### config.mk
export PLATFORM = sky130hd
export DESIGN_NAME = mult_ctrl_flat
export DESIGN_NICKNAME = d
export VERILOG_FILES = /design/src/rtl/mult_ctrl_if.sv /design/src/rtl/mult_ctrl.sv /design/src/flat_wrapper.sv
export SDC_FILE = /design/constraint.sdc
export NUM_CORES = 1
export LEC_CHECK = 0
export CORE_ASPECT_RATIO = 1.4
export CORE_MARGIN = 10
export CORE_UTILIZATION = 27
export CTS_CLUSTER_DIAMETER = 50
export DETAILED_ROUTE_END_ITERATION = 10
export GPL_ROUTABILITY_DRIVEN = 0
export HOLD_SLACK_MARGIN = 0.1
export PLACE_DENSITY_LB_ADDON = 0.15
export SLEW_MARGIN = 20
export SYNTH_ARGS = -nofsm -noshare
export SYNTH_HDL_FRONTEND = slang
export SYNTH_SLANG_ARGS = --single-unit
### constraint.sdc
create_clock -name clk -period 1.8 [get_ports clk]
set_input_delay 0.18 -clock clk [delete_from_list [all_inputs] [get_ports clk]]
set_output_delay 0.18 -clock clk [all_outputs]
set_load 0.05 [all_outputs]
### src/rtl/mult_ctrl_if.sv
// rtl/mult_ctrl_if.sv - CPU-side register bus for the multiplier front end
//
// Signals:
//   cs     peripheral select
//   rd     read strobe, qualified by cs
//   wr     write strobe, qualified by cs
//   addr   byte address of the register
//   d_in   write data
//   d_out  registered read data
// Modports: master = CPU side, slave = peripheral side.
interface mult_ctrl_if;
  logic        cs;
  logic        rd;
  logic        wr;
  logic [4:0]  addr;
  logic [31:0] d_in;
  logic [31:0] d_out;

  modport master (output cs, rd, wr, addr, d_in, input d_out);
  modport slave  (input cs, rd, wr, addr, d_in, output d_out);
endinterface

### src/rtl/mult_ctrl.sv
// rtl/mult_ctrl.sv - register front end for the shift-add multiplier
//
// Holds CPU-written operands, launches the multiplier and captures its
// product on done into a RESULT register with sticky status bits.
//
// Ports:
//   clk          system clock, rising edge
//   resetn       asynchronous active-low reset
//   bus          register bus (slave modport): cs/rd/wr/addr/d_in/d_out
//   mult_init    one-cycle start pulse to the multiplier
//   mult_op_A    operand A, driven continuously from OPA
//   mult_op_B    operand B, driven continuously from OPB
//   mult_done    multiplier done level
//   mult_result  multiplier product
module mult_ctrl #(
  parameter int TIMEOUT = 128
) (
  input  logic        clk,
  input  logic        resetn,
  mult_ctrl_if.slave  bus,
  output logic        mult_init,
  output logic [15:0] mult_op_A,
  output logic [15:0] mult_op_B,
  input  logic        mult_done,
  input  logic [31:0] mult_result
);

  localparam int CW = ($clog2(TIMEOUT) > 8) ? $clog2(TIMEOUT) : 8;
  localparam logic [CW-1:0] CNT_LAST = CW'(TIMEOUT - 1);

  localparam logic [4:0] A_CTRL   = 5'h00;
  localparam logic [4:0] A_OPA    = 5'h04;
  localparam logic [4:0] A_OPB    = 5'h08;
  localparam logic [4:0] A_RESULT = 5'h0C;
  localparam logic [4:0] A_STATUS = 5'h10;

  typedef enum logic [1:0] {
    ST_IDLE,
    ST_LAUNCH,
    ST_WAIT,
    ST_DRAIN
  } state_t;

  state_t        state_q, state_d;
  logic [CW-1:0] cnt_q, cnt_d;
  logic [15:0]   opa_q, opa_d;
  logic [15:0]   opb_q, opb_d;
  logic [31:0]   result_q, result_d;
  logic          done_q, done_d;
  logic          ovr_q, ovr_d;
  logic          tmo_q, tmo_d;
  logic [31:0]   d_out_q, d_out_d;

  logic busy;
  logic rd_en, wr_en;
  logic wr_ctrl, wr_opa, wr_opb;
  logic ovr_set;

  // Upper write-data bits have no register behind them.
  logic unused_d_in;
  assign unused_d_in = ^bus.d_in[31:16];

  assign mult_op_A = opa_q;
  assign mult_op_B = opb_q;
  assign bus.d_out = d_out_q;

  always_ff @(posedge clk or negedge resetn) begin
    if (!resetn) begin
      state_q  <= ST_IDLE;
      cnt_q    <= '0;
      opa_q    <= '0;
      opb_q    <= '0;
      result_q <= '0;
      done_q   <= 1'b0;
      ovr_q    <= 1'b0;
      tmo_q    <= 1'b0;
      d_out_q  <= '0;
    end else begin
      state_q  <= state_d;
      cnt_q    <= cnt_d;
      opa_q    <= opa_d;
      opb_q    <= opb_d;
      result_q <= result_d;
      done_q   <= done_d;
      ovr_q    <= ovr_d;
      tmo_q    <= tmo_d;
      d_out_q  <= d_out_d;
    end
  end

  always_comb begin
    state_d   = state_q;
    cnt_d     = cnt_q;
    opa_d     = opa_q;
    opb_d     = opb_q;
    result_d  = result_q;
    done_d    = done_q;
    ovr_d     = ovr_q;
    tmo_d     = tmo_q;
    d_out_d   = '0;
    mult_init = 1'b0;

    busy    = (state_q != ST_IDLE);
    rd_en   = bus.cs & bus.rd;
    wr_en   = bus.cs & bus.wr;
    wr_ctrl = wr_en & (bus.addr == A_CTRL);
    wr_opa  = wr_en & (bus.addr == A_OPA);
    wr_opb  = wr_en & (bus.addr == A_OPB);
    ovr_set = busy & ((wr_ctrl & bus.d_in[0]) | wr_opa | wr_opb);

    // Read mux samples the pre-write register values, so a combined
    // rd+wr returns the old contents.
    if (rd_en) begin
      case (bus.addr)
        A_OPA:    d_out_d = {16'h0000, opa_q};
        A_OPB:    d_out_d = {16'h0000, opb_q};
        A_RESULT: d_out_d = result_q;
        A_STATUS: d_out_d = {28'h0, tmo_q, ovr_q, done_q, busy};
        default:  d_out_d = '0;
      endcase
    end

    // Clears are applied before sets below so that a set on the same
    // edge wins.
    if (wr_ctrl & bus.d_in[1]) begin
      ovr_d = 1'b0;
      tmo_d = 1'b0;
    end
    if (rd_en & (bus.addr == A_RESULT)) begin
      done_d = 1'b0;
    end

    // Operands are frozen while a job runs so the multiplier sees
    // stable inputs.
    if (!busy) begin
      if (wr_opa) opa_d = bus.d_in[15:0];
      if (wr_opb) opb_d = bus.d_in[15:0];
    end
    if (ovr_set) begin
      ovr_d = 1'b1;
    end

    case (state_q)
      ST_IDLE: begin
        if (wr_ctrl & bus.d_in[0]) begin
          state_d = ST_LAUNCH;
          done_d  = 1'b0;
        end
      end
      ST_LAUNCH: begin
        mult_init = 1'b1;
        state_d   = ST_WAIT;
        cnt_d     = '0;
      end
      ST_WAIT: begin
        if (mult_done) begin
          state_d  = ST_DRAIN;
          result_d = mult_result;
          done_d   = 1'b1;
        end else if (cnt_q == CNT_LAST) begin
          state_d = ST_IDLE;
          tmo_d   = 1'b1;
        end else begin
          cnt_d = cnt_q + CW'(1);
        end
      end
      ST_DRAIN: begin
        // Hold busy until the multiplier drops done and returns to
        // its start state, so a new init is never missed.
        if (!mult_done) begin
          state_d = ST_IDLE;
        end
      end
      default: state_d = ST_IDLE;
    endcase
  end

endmodule

### src/flat_wrapper.sv
// flat-port wrapper written by rule: the top's interface ports become plain ports
module mult_ctrl_flat 
#(
  parameter int TIMEOUT = 128
)
  (clk, resetn, mult_init, mult_op_A, mult_op_B, mult_done, mult_result, bus_cs, bus_rd, bus_wr, bus_addr, bus_d_in, bus_d_out);
  mult_ctrl_if bus_i ();
  input  logic clk;
  input  logic resetn;
  output logic mult_init;
  output logic [15:0] mult_op_A;
  output logic [15:0] mult_op_B;
  input  logic mult_done;
  input  logic [31:0] mult_result;
  input wire logic [$bits(bus_i.cs)-1:0] bus_cs;
  input wire logic [$bits(bus_i.rd)-1:0] bus_rd;
  input wire logic [$bits(bus_i.wr)-1:0] bus_wr;
  input wire logic [$bits(bus_i.addr)-1:0] bus_addr;
  input wire logic [$bits(bus_i.d_in)-1:0] bus_d_in;
  output wire logic [$bits(bus_i.d_out)-1:0] bus_d_out;
  assign bus_i.cs = bus_cs;
  assign bus_i.rd = bus_rd;
  assign bus_i.wr = bus_wr;
  assign bus_i.addr = bus_addr;
  assign bus_i.d_in = bus_d_in;
  assign bus_d_out = bus_i.d_out;
  mult_ctrl #(.TIMEOUT(TIMEOUT)) u_core (.clk(clk), .resetn(resetn), .bus(bus_i), .mult_init(mult_init), .mult_op_A(mult_op_A), .mult_op_B(mult_op_B), .mult_done(mult_done), .mult_result(mult_result));
endmodule
==> flow_results.xml, run 1 <==
<?xml version="1.0" encoding="UTF-8"?>
<metrics>
  <group name="power">
    <metric name="p_int" unit="mW">4.87</metric>
    <metric name="power.share.switching" unit="%">29.7</metric>
    <metric name="vdd_ir_drop_max" unit="mV">0.457</metric>
    <metric name="p_leak" unit="nW">2.95</metric>
    <metric name="comb_power_share" unit="%">25.3</metric>
    <metric name="power.net_switching" unit="mW">2.05</metric>
    <metric name="power.density_cell_area" unit="nW/um2">1060</metric>
    <metric name="power_frac_seq" unit="%">46.9</metric>
    <metric name="pwr-share-clk" unit="%">27.8</metric>
  </group>
  <group name="critical_path">
    <metric name="worst-endpoint-required" unit="ns">1.62</metric>
    <metric name="crit_type" unit="">reg2out</metric>
    <metric name="worst-path-buf-inv" unit="">1</metric>
    <metric name="start_kind" unit="">flop</metric>
    <metric name="critical_path.max_fanout" unit="">3</metric>
    <metric name="critical_path.top_delay_family" unit="">buffers and inverters</metric>
    <metric name="slowest_delay" unit="ns">0.84</metric>
    <metric name="worstSetupEndpointType" unit="">primary output</metric>
    <metric name="cpMaxStageDelayCell" unit="">clkdlybuf4s50_1</metric>
    <metric name="arrival" unit="ns">1.58</metric>
    <metric name="critical_path.cell_chain" unit="">clkdlybuf4s50_1</metric>
  </group>
  <group name="cts">
    <metric name="post_cts_setup_buffer_count" unit="">0</metric>
    <metric name="cts-root-to-sink-buffers" unit="">2</metric>
    <metric name="cts.sink_count" unit="">109</metric>
    <metric name="cts_tree" unit="">built</metric>
    <metric name="clkTransAtPathRegs" unit="ns">0.08</metric>
    <metric name="htreeDepth" unit="">3</metric>
    <metric name="cts_buffers" unit="">9</metric>
    <metric name="clk-insertion-delay-late" unit="ns">0.35</metric>
    <metric name="clock_tree.root_cell" unit="">clkbuf_16</metric>
  </group>
  <group name="sta">
    <metric name="slew_violations" unit="">0</metric>
    <metric name="setup_slack" unit="ns">0.0368</metric>
    <metric name="worst_pin_slew" unit="ns">0.563</metric>
    <metric name="final_hold_viol_count" unit="">0</metric>
    <metric name="final.setup_skew" unit="ns">0.0120</metric>
    <metric name="unrepaired_setup_endpoints_after_global_routing" unit="">false</metric>
    <metric name="maxSlewHeadroom" unit="%">62.5</metric>
    <metric name="fmax" unit="MHz">567</metric>
    <metric name="fin_crit_sh" unit="%">98.0</metric>
    <metric name="timing.final.setup_violations" unit="">0</metric>
    <metric name="fin_crit" unit="ns">1.76</metric>
  </group>
  <group name="die">
    <metric name="fp.dieH" unit="um">173</metric>
    <metric name="start_util" unit="%">27.7</metric>
    <metric name="num_rows" unit="">55</metric>
    <metric name="fp.dieArea" unit="um2">22400</metric>
    <metric name="io-pin-count" unit="">140</metric>
    <metric name="die_w" unit="um">129</metric>
    <metric name="core-area" unit="um2">16300</metric>
  </group>
  <group name="final_layout">
    <metric name="nets" unit="">551</metric>
    <metric name="areaGrowthSynthToFinish" unit="%">44.0</metric>
    <metric name="seq_area" unit="um2">2730</metric>
    <metric name="final_design_area_no_fill" unit="um2">6520</metric>
    <metric name="fillCellCount" unit="">1604</metric>
    <metric name="post-route-util" unit="%">40.0</metric>
    <metric name="antennaDiodeCount" unit="">0</metric>
    <metric name="multi_input_gate_area" unit="um2">1730</metric>
    <metric name="proportion_of_layout_cells_with_a_drive_suffix_above_1" unit="%">28.5</metric>
  </group>
  <group name="detailed_routing">
    <metric name="final_antenna_net_count" unit="">0</metric>
    <metric name="routedWlPerCell" unit="um">18.7</metric>
    <metric name="wl_final" unit="um">12700</metric>
    <metric name="vias_per_cell" unit="">4.56</metric>
    <metric name="first_iter_violations" unit="">173</metric>
    <metric name="detail_route.first_pass.iterations" unit="">4</metric>
    <metric name="drc" unit="">0</metric>
    <metric name="detailroute.via_count" unit="">3094</metric>
  </group>
  <group name="global_route">
    <metric name="maximum_number_of_pins_on_one_net_before_global_route_repair" unit="">37</metric>
    <metric name="track_usage" unit="%">11.5</metric>
    <metric name="grt_antenna_before_repair" unit="">0</metric>
    <metric name="grt_first_pass_wirelength" unit="um">19900</metric>
    <metric name="grt-ovfl-total" unit="">0</metric>
    <metric name="vias_in_the_first_global_route" unit="">3503</metric>
  </group>
  <group name="yosys">
    <metric name="asyncSetResetFlopFracSynth" unit="%">100</metric>
    <metric name="synthDistinctLibCells" unit="">44</metric>
    <metric name="yosysSeqAreaShare" unit="%">60.3</metric>
    <metric name="post_synth_inst_count" unit="">326</metric>
    <metric name="synth.ff_latch_count" unit="">109</metric>
    <metric name="netlist.top_cell.by_area" unit="">dfrtp_1</metric>
    <metric name="synth-edff-count" unit="">0</metric>
    <metric name="synth_area" unit="um2">4530</metric>
    <metric name="dominantRegCellSynth" unit="">dfrtp_1</metric>
    <metric name="post-synth-top-count-cell" unit="">dfrtp_1</metric>
    <metric name="synth_top_cells_by_area" unit="">dfrtp_1, mux2_2, mux2_4</metric>
    <metric name="yosys.area.top_type_share" unit="%">60.3</metric>
    <metric name="yosysWarnings" unit="">0</metric>
    <metric name="syn-mean-instance-area" unit="um2">13.9</metric>
    <metric name="synth_common_cells" unit="">dfrtp_1, mux2_2, nor2_1</metric>
    <metric name="syn-num-nets" unit="">402</metric>
  </group>
  <group name="placement">
    <metric name="detailed_place.area" unit="um2">6210</metric>
    <metric name="placed_wire_length_estimate_after_detailed_placement" unit="um">9620</metric>
    <metric name="io_port_bufs" unit="">123</metric>
    <metric name="dpl_worst_slack" unit="ns">-0.223</metric>
  </group>
  <group name="job">
    <metric name="max_cap_viol_count" unit="">0</metric>
  </group>
  <group name="run_status">
    <metric name="outcome" unit="">completed</metric>
  </group>
  <group name="worst_hold_path">
    <metric name="hold_path.class" unit="">in2async</metric>
  </group>
</metrics>
## power groups by stage
| stage | Sequential, mW | Clock, mW | Combinational [mW] |
|---|---|---|---|
| 4_1_cts | 3.25 | 2.00 | 1.79 |
| 6_report | 3.25 | 1.92 | 1.75 |
| 5_1_grt | 3.32 | 2.11 | 1.90 |
| 3_3_place_gp | 3.28 | 0 | 1.74 |
| 3_5_place_dp | 3.30 | 0 | 1.78 |
| 2_1_floorplan | 3.47 | 0 | 0.881 |
## placed cells by master (no fill, tap or decap), types with 2 or more instances in the layout
cell	n
nor3_1	2
dlymetal6s2s_1	4
inv_6	3
o22a_1	4
mux2i_1	8
nand4_1	3
a22oi_1	16
buf_4	28
nand2_1	10
or2_2	2
and2_1	17
a21oi_1	3
nor2_1	26
mux2_4	10
clkbuf_16	9
dfrtp_1	109
nand3b_1	4
clkdlybuf4s50_1	111
xnor2_1	2
buf_12	7
inv_1	2
nand3_1	4
nand2b_1	2
mux2_2	66
## per-stage QoR
stage          hold WS (ns)  std cells  power (mW)  setup TNS [ns]
2_1_floorplan        -0.116        326        4.35               0
3_3_place_gp          0.208        662        5.03           -8.45
3_5_place_dp          0.204        662        5.08           -8.33
4_1_cts               0.380        679        7.04               0
5_1_grt               0.397        679        7.33               0
6_report              0.363        679        6.92               0
## per-layer routing
| metal | GRT usage (%) | part of all wire, % |
|---|---|---|
| met2 | 20.2 | 53 |
| met5 | 0 | 0 |
| met3 | 2.54 | 5.4 |
| met4 | 5.78 | 2.6 |
| met1 | 12.7 | 39 |
## what timing repair did
item,CTS,global route
hold buffers,1,0
endpoints found under the hold margin,33,0
gates resized for setup,0,6
endpoints found under the setup margin,0,20
## state kept, by name (all words and copies together) (netlist names)
name              cells
u_core.mult_op_A     16
u_core.bus.d_out     32
u_core.ovr_q          1
u_core.mult_op_B     16
u_core.state_q        2
u_core.tmo_q          1
u_core.done_q         1
u_core.cnt_q          8
u_core.result_q      32
## layout make-up
type,count,area share (%)
Tap cell,199,3.82
Sequential cell,109,41.9
Multi-Input combinational cell,202,26.5
Clock buffer,11,3.73
Clock inverter,5,0.653
Inverter,2,0.115
Timing Repair Buffer,151,23.3
## cells by family after synthesis
kind of cell    count (synthesis)  synth area share (%)
mux                            84                  21.5
flops                         109                  60.3
buf+inv                        15                  1.80
fa+ha+maj                       1                 0.276
simple gates                   83                  10.3
xor+xnor                        3                 0.581
compound gates                 31                  5.23
## path summary, 6_finish.rpt
path	startpoint	to	slack (ns)	cells past startpoint
max	u_core.mult_op_A[0]	mult_op_A[0]	0.04	1
min	resetn	u_core.mult_op_B[0]	0.36	2
max reg2reg	u_core.state_q[1]	u_core.mult_op_A[12]	0.08	5
min reg2reg	u_core.result_q[26]	u_core.bus.d_out[26]	0.47	1
max in group asynchronous	resetn	u_core.result_q[4]	0.76	3
min in group clk	mult_result[16]	u_core.result_q[16]	0.43	2
No activity file was read; power rests on OpenSTA's default activity.
==> inputs of run 2 (changes only) <==
--- a/config.mk
+++ b/config.mk
@@ -5,9 +5,10 @@
 export SDC_FILE = /design/constraint.sdc
 export NUM_CORES = 1
 export LEC_CHECK = 0
+export ABC_AREA = 1
 export CORE_ASPECT_RATIO = 1.4
 export CORE_MARGIN = 10
-export CORE_UTILIZATION = 27
+export CORE_UTILIZATION = 43
 export CTS_CLUSTER_DIAMETER = 50
 export DETAILED_ROUTE_END_ITERATION = 10
 export GPL_ROUTABILITY_DRIVEN = 0
==> flow_results.xml, run 2 <==
<?xml version="1.0" encoding="UTF-8"?>
<metrics>
  <group name="detailed_routing">
    <metric name="final_antenna_net_count" unit="">0</metric>
    <metric name="wl_met1" unit="um">5200</metric>
    <metric name="wl_final" unit="um">12400</metric>
    <metric name="top_layer_used" unit="">met4</metric>
    <metric name="wl_met2" unit="um">6200</metric>
    <metric name="vias_per_cell" unit="">4.72</metric>
    <metric name="routedWlPerCell" unit="um">14.9</metric>
    <metric name="detailroute.via_count" unit="">3915</metric>
    <metric name="met3WireLength" unit="um">726</metric>
    <metric name="drc" unit="">0</metric>
    <metric name="first_iter_violations" unit="">170</metric>
    <metric name="detail_route.first_pass.iterations" unit="">4</metric>
  </group>
  <group name="placement">
    <metric name="dpl_worst_slack" unit="ns">0.0659</metric>
    <metric name="placed_wire_length_estimate_after_detailed_placement" unit="um">9460</metric>
    <metric name="io_port_bufs" unit="">123</metric>
  </group>
  <group name="die">
    <metric name="fp.dieH" unit="um">145</metric>
    <metric name="num_rows" unit="">45</metric>
    <metric name="io-pin-count" unit="">140</metric>
    <metric name="fp.dieArea" unit="um2">15900</metric>
    <metric name="die_w" unit="um">110</metric>
    <metric name="core-area" unit="um2">10900</metric>
    <metric name="start_util" unit="%">44.3</metric>
  </group>
  <group name="final_layout">
    <metric name="layout_common_cells" unit="">nand2_1, clkdlybuf4s50_1, dfrtp_1</metric>
    <metric name="most_common_library_cell_in_the_layout_ignoring_fill_and_taps" unit="">nand2_1</metric>
    <metric name="fillCellCount" unit="">965</metric>
    <metric name="areaGrowthSynthToFinish" unit="%">36.7</metric>
    <metric name="post-route-util" unit="%">60.5</metric>
    <metric name="proportion_of_layout_cells_with_a_drive_suffix_above_1" unit="%">12.2</metric>
    <metric name="nets" unit="">761</metric>
    <metric name="antennaDiodeCount" unit="">0</metric>
  </group>
  <group name="critical_path">
    <metric name="critical_path.max_fanout" unit="">3</metric>
    <metric name="worstSetupStartpoint" unit="">u_core.mult_op_A[4]</metric>
    <metric name="crit-reg2reg-launch" unit="">u_core.cnt_q[0]</metric>
    <metric name="start_kind" unit="">flop</metric>
    <metric name="r2r_cells" unit="">6</metric>
    <metric name="crit_type" unit="">reg2out</metric>
    <metric name="cpMaxStageDelayCell" unit="">clkdlybuf4s50_1</metric>
    <metric name="r2r_slack" unit="ns">0.29</metric>
    <metric name="arrival" unit="ns">1.56</metric>
    <metric name="critical_path.cell_chain" unit="">clkdlybuf4s50_1</metric>
    <metric name="critical_path.top_delay_family" unit="">buffers and inverters</metric>
    <metric name="worstSetupEndpointType" unit="">primary output</metric>
    <metric name="setup.worst_path.end" unit="">mult_op_A[4]</metric>
    <metric name="slowest_delay" unit="ns">0.83</metric>
    <metric name="worst-path-buf-inv" unit="">1</metric>
    <metric name="worst-endpoint-required" unit="ns">1.62</metric>
    <metric name="worstSetupPathDepth" unit="">1</metric>
    <metric name="crit-reg2reg-capture" unit="">u_core.cnt_q[7]</metric>
  </group>
  <group name="global_route">
    <metric name="grt_antenna_before_repair" unit="">0</metric>
    <metric name="maximum_number_of_pins_on_one_net_before_global_route_repair" unit="">45</metric>
    <metric name="grt_first_pass_wirelength" unit="um">20500</metric>
    <metric name="track_usage" unit="%">16.1</metric>
    <metric name="vias_in_the_first_global_route" unit="">3968</metric>
    <metric name="grt-ovfl-total" unit="">0</metric>
  </group>
  <group name="yosys">
    <metric name="asyncSetResetFlopFracSynth" unit="%">100</metric>
    <metric name="synth-edff-count" unit="">0</metric>
    <metric name="yosysWarnings" unit="">0</metric>
    <metric name="post_synth_inst_count" unit="">555</metric>
    <metric name="synth.ff_latch_count" unit="">109</metric>
    <metric name="synth_common_cells" unit="">nand2_1, dfrtp_1, inv_1</metric>
    <metric name="post-synth-top-count-cell" unit="">nand2_1</metric>
    <metric name="syn-num-nets" unit="">631</metric>
    <metric name="syn-mean-instance-area" unit="um2">8.71</metric>
    <metric name="netlist.top_cell.by_area" unit="">dfrtp_1</metric>
    <metric name="synthDistinctLibCells" unit="">27</metric>
    <metric name="yosys.area.top_type_share" unit="%">56.4</metric>
    <metric name="dominantRegCellSynth" unit="">dfrtp_1</metric>
    <metric name="yosysSeqAreaShare" unit="%">56.4</metric>
    <metric name="synth_top_cells_by_area" unit="">dfrtp_1, nand2_1, o21ai_2</metric>
    <metric name="synth_area" unit="um2">4840</metric>
  </group>
  <group name="cts">
    <metric name="cts_tree" unit="">built</metric>
    <metric name="cts_buffers" unit="">9</metric>
    <metric name="htreeDepth" unit="">3</metric>
    <metric name="cts-root-to-sink-buffers" unit="">2</metric>
    <metric name="post_cts_setup_buffer_count" unit="">0</metric>
    <metric name="cts.sink_count" unit="">109</metric>
    <metric name="clkTransAtPathRegs" unit="ns">0.07</metric>
    <metric name="clock_tree.root_cell" unit="">clkbuf_16</metric>
    <metric name="clk-insertion-delay-late" unit="ns">0.34</metric>
  </group>
  <group name="power">
    <metric name="power_frac_seq" unit="%">44.1</metric>
    <metric name="power" unit="mW">7.50</metric>
    <metric name="vdd_ir_drop_max" unit="mV">0.508</metric>
    <metric name="power.share.switching" unit="%">33.7</metric>
    <metric name="power.density_cell_area" unit="nW/um2">1130</metric>
    <metric name="power.net_switching" unit="mW">2.53</metric>
    <metric name="comb_power_share" unit="%">28.0</metric>
    <metric name="pwr-share-clk" unit="%">27.9</metric>
    <metric name="p_leak" unit="nW">3.35</metric>
    <metric name="p_int" unit="mW">4.97</metric>
  </group>
  <group name="worst_hold_path">
    <metric name="hold_path.class" unit="">in2async</metric>
  </group>
  <group name="run_status">
    <metric name="outcome" unit="">completed</metric>
  </group>
  <group name="job">
    <metric name="max_cap_viol_count" unit="">0</metric>
  </group>
  <group name="sta">
    <metric name="fmax" unit="MHz">574</metric>
    <metric name="maxSlewHeadroom" unit="%">64.1</metric>
    <metric name="worst_hold_margin" unit="ns">0.298</metric>
    <metric name="timing.final.setup_violations" unit="">0</metric>
    <metric name="worst_pin_slew" unit="ns">0.536</metric>
    <metric name="fin_crit" unit="ns">1.74</metric>
    <metric name="slew_violations" unit="">0</metric>
    <metric name="final.setup_skew" unit="ns">0.00582</metric>
    <metric name="unrepaired_setup_endpoints_after_global_routing" unit="">false</metric>
    <metric name="setup_slack" unit="ns">0.0566</metric>
    <metric name="setup_total_negative_slack" unit="ns">0</metric>
    <metric name="fin_crit_sh" unit="%">96.9</metric>
    <metric name="final_hold_viol_count" unit="">0</metric>
  </group>
</metrics>
[run 2: through the flow]
step                      std cells  cell area, um2
after CTS                       830            6610
final                           830            6610
after global routing            830            6610
after detailed placement        814            6280
after floorplan                 555            4840
after global placement          814            6280
[run 2: worst min-delay path by stage]
stage | end | cells past startpoint | start | slack, ns
2_1_floorplan | u_core.bus.d_out[0] | 0 | resetn | -0.12
6_report | u_core.bus.d_out[29] | 2 | resetn | 0.30
3_5_place_dp | u_core.bus.d_out[29] | 1 | resetn | 0.13
3_3_place_gp | u_core.bus.d_out[29] | 1 | resetn | 0.12
5_1_grt | u_core.bus.d_out[29] | 2 | resetn | 0.35
4_1_cts | u_core.bus.d_out[29] | 2 | resetn | 0.31
[run 2: final cells by class]
| type | count | area [um2] | share of cell area [%] |
|---|---|---|---|
| sequential | 109 | 2730 | 41.3 |
| tap | 141 | 176 | 2.67 |
| inverter | 54 | 203 | 3.07 |
| timing repair buffer | 139 | 1430 | 21.6 |
| clock inverter | 4 | 72.6 | 1.10 |
| multi-input combinational | 372 | 1760 | 26.6 |
| clock buffer | 11 | 243 | 3.67 |
[run 2: what timing repair did]
action                     4_1_cts  5_1_grt
hold buffers                     1        0
gates resized for setup          0        1
hold endpoints to repair        26        0
setup endpoints to repair        0        1
[run 2: routing by layer]
metal  vias up  global-route usage [%]
met5         -                       0
met4         0                    6.53
met3        19                    2.83
met2       112                    26.7
met1      1826                    19.8
li1       1958                       -
[run 2: cells by family (layout without fill, tap and decap cells)]
kind of cell | Yosys count | count (layout) | share of synthesized area, %
AOI/OAI and AO/OA | 42 | 42 | 6.88
adders and majority gates | 1 | 1 | 0.259
and+or+nand+nor | 327 | 327 | 28.9
buffers and inverters | 74 | 208 | 7.19
DFF | 109 | 109 | 56.4
xor gates and xnor gates | 2 | 2 | 0.362
[run 2: power by group through the flow]
stage	Sequential [mW]	Combinational (mW)	Clock, mW
after floorplan	3.68	0.966	0
after global placement	3.32	2.08	0
after detailed placement	3.34	2.13	0
after CTS	3.31	2.14	2.12
after global routing	3.37	2.34	2.23
final	3.31	2.10	2.09
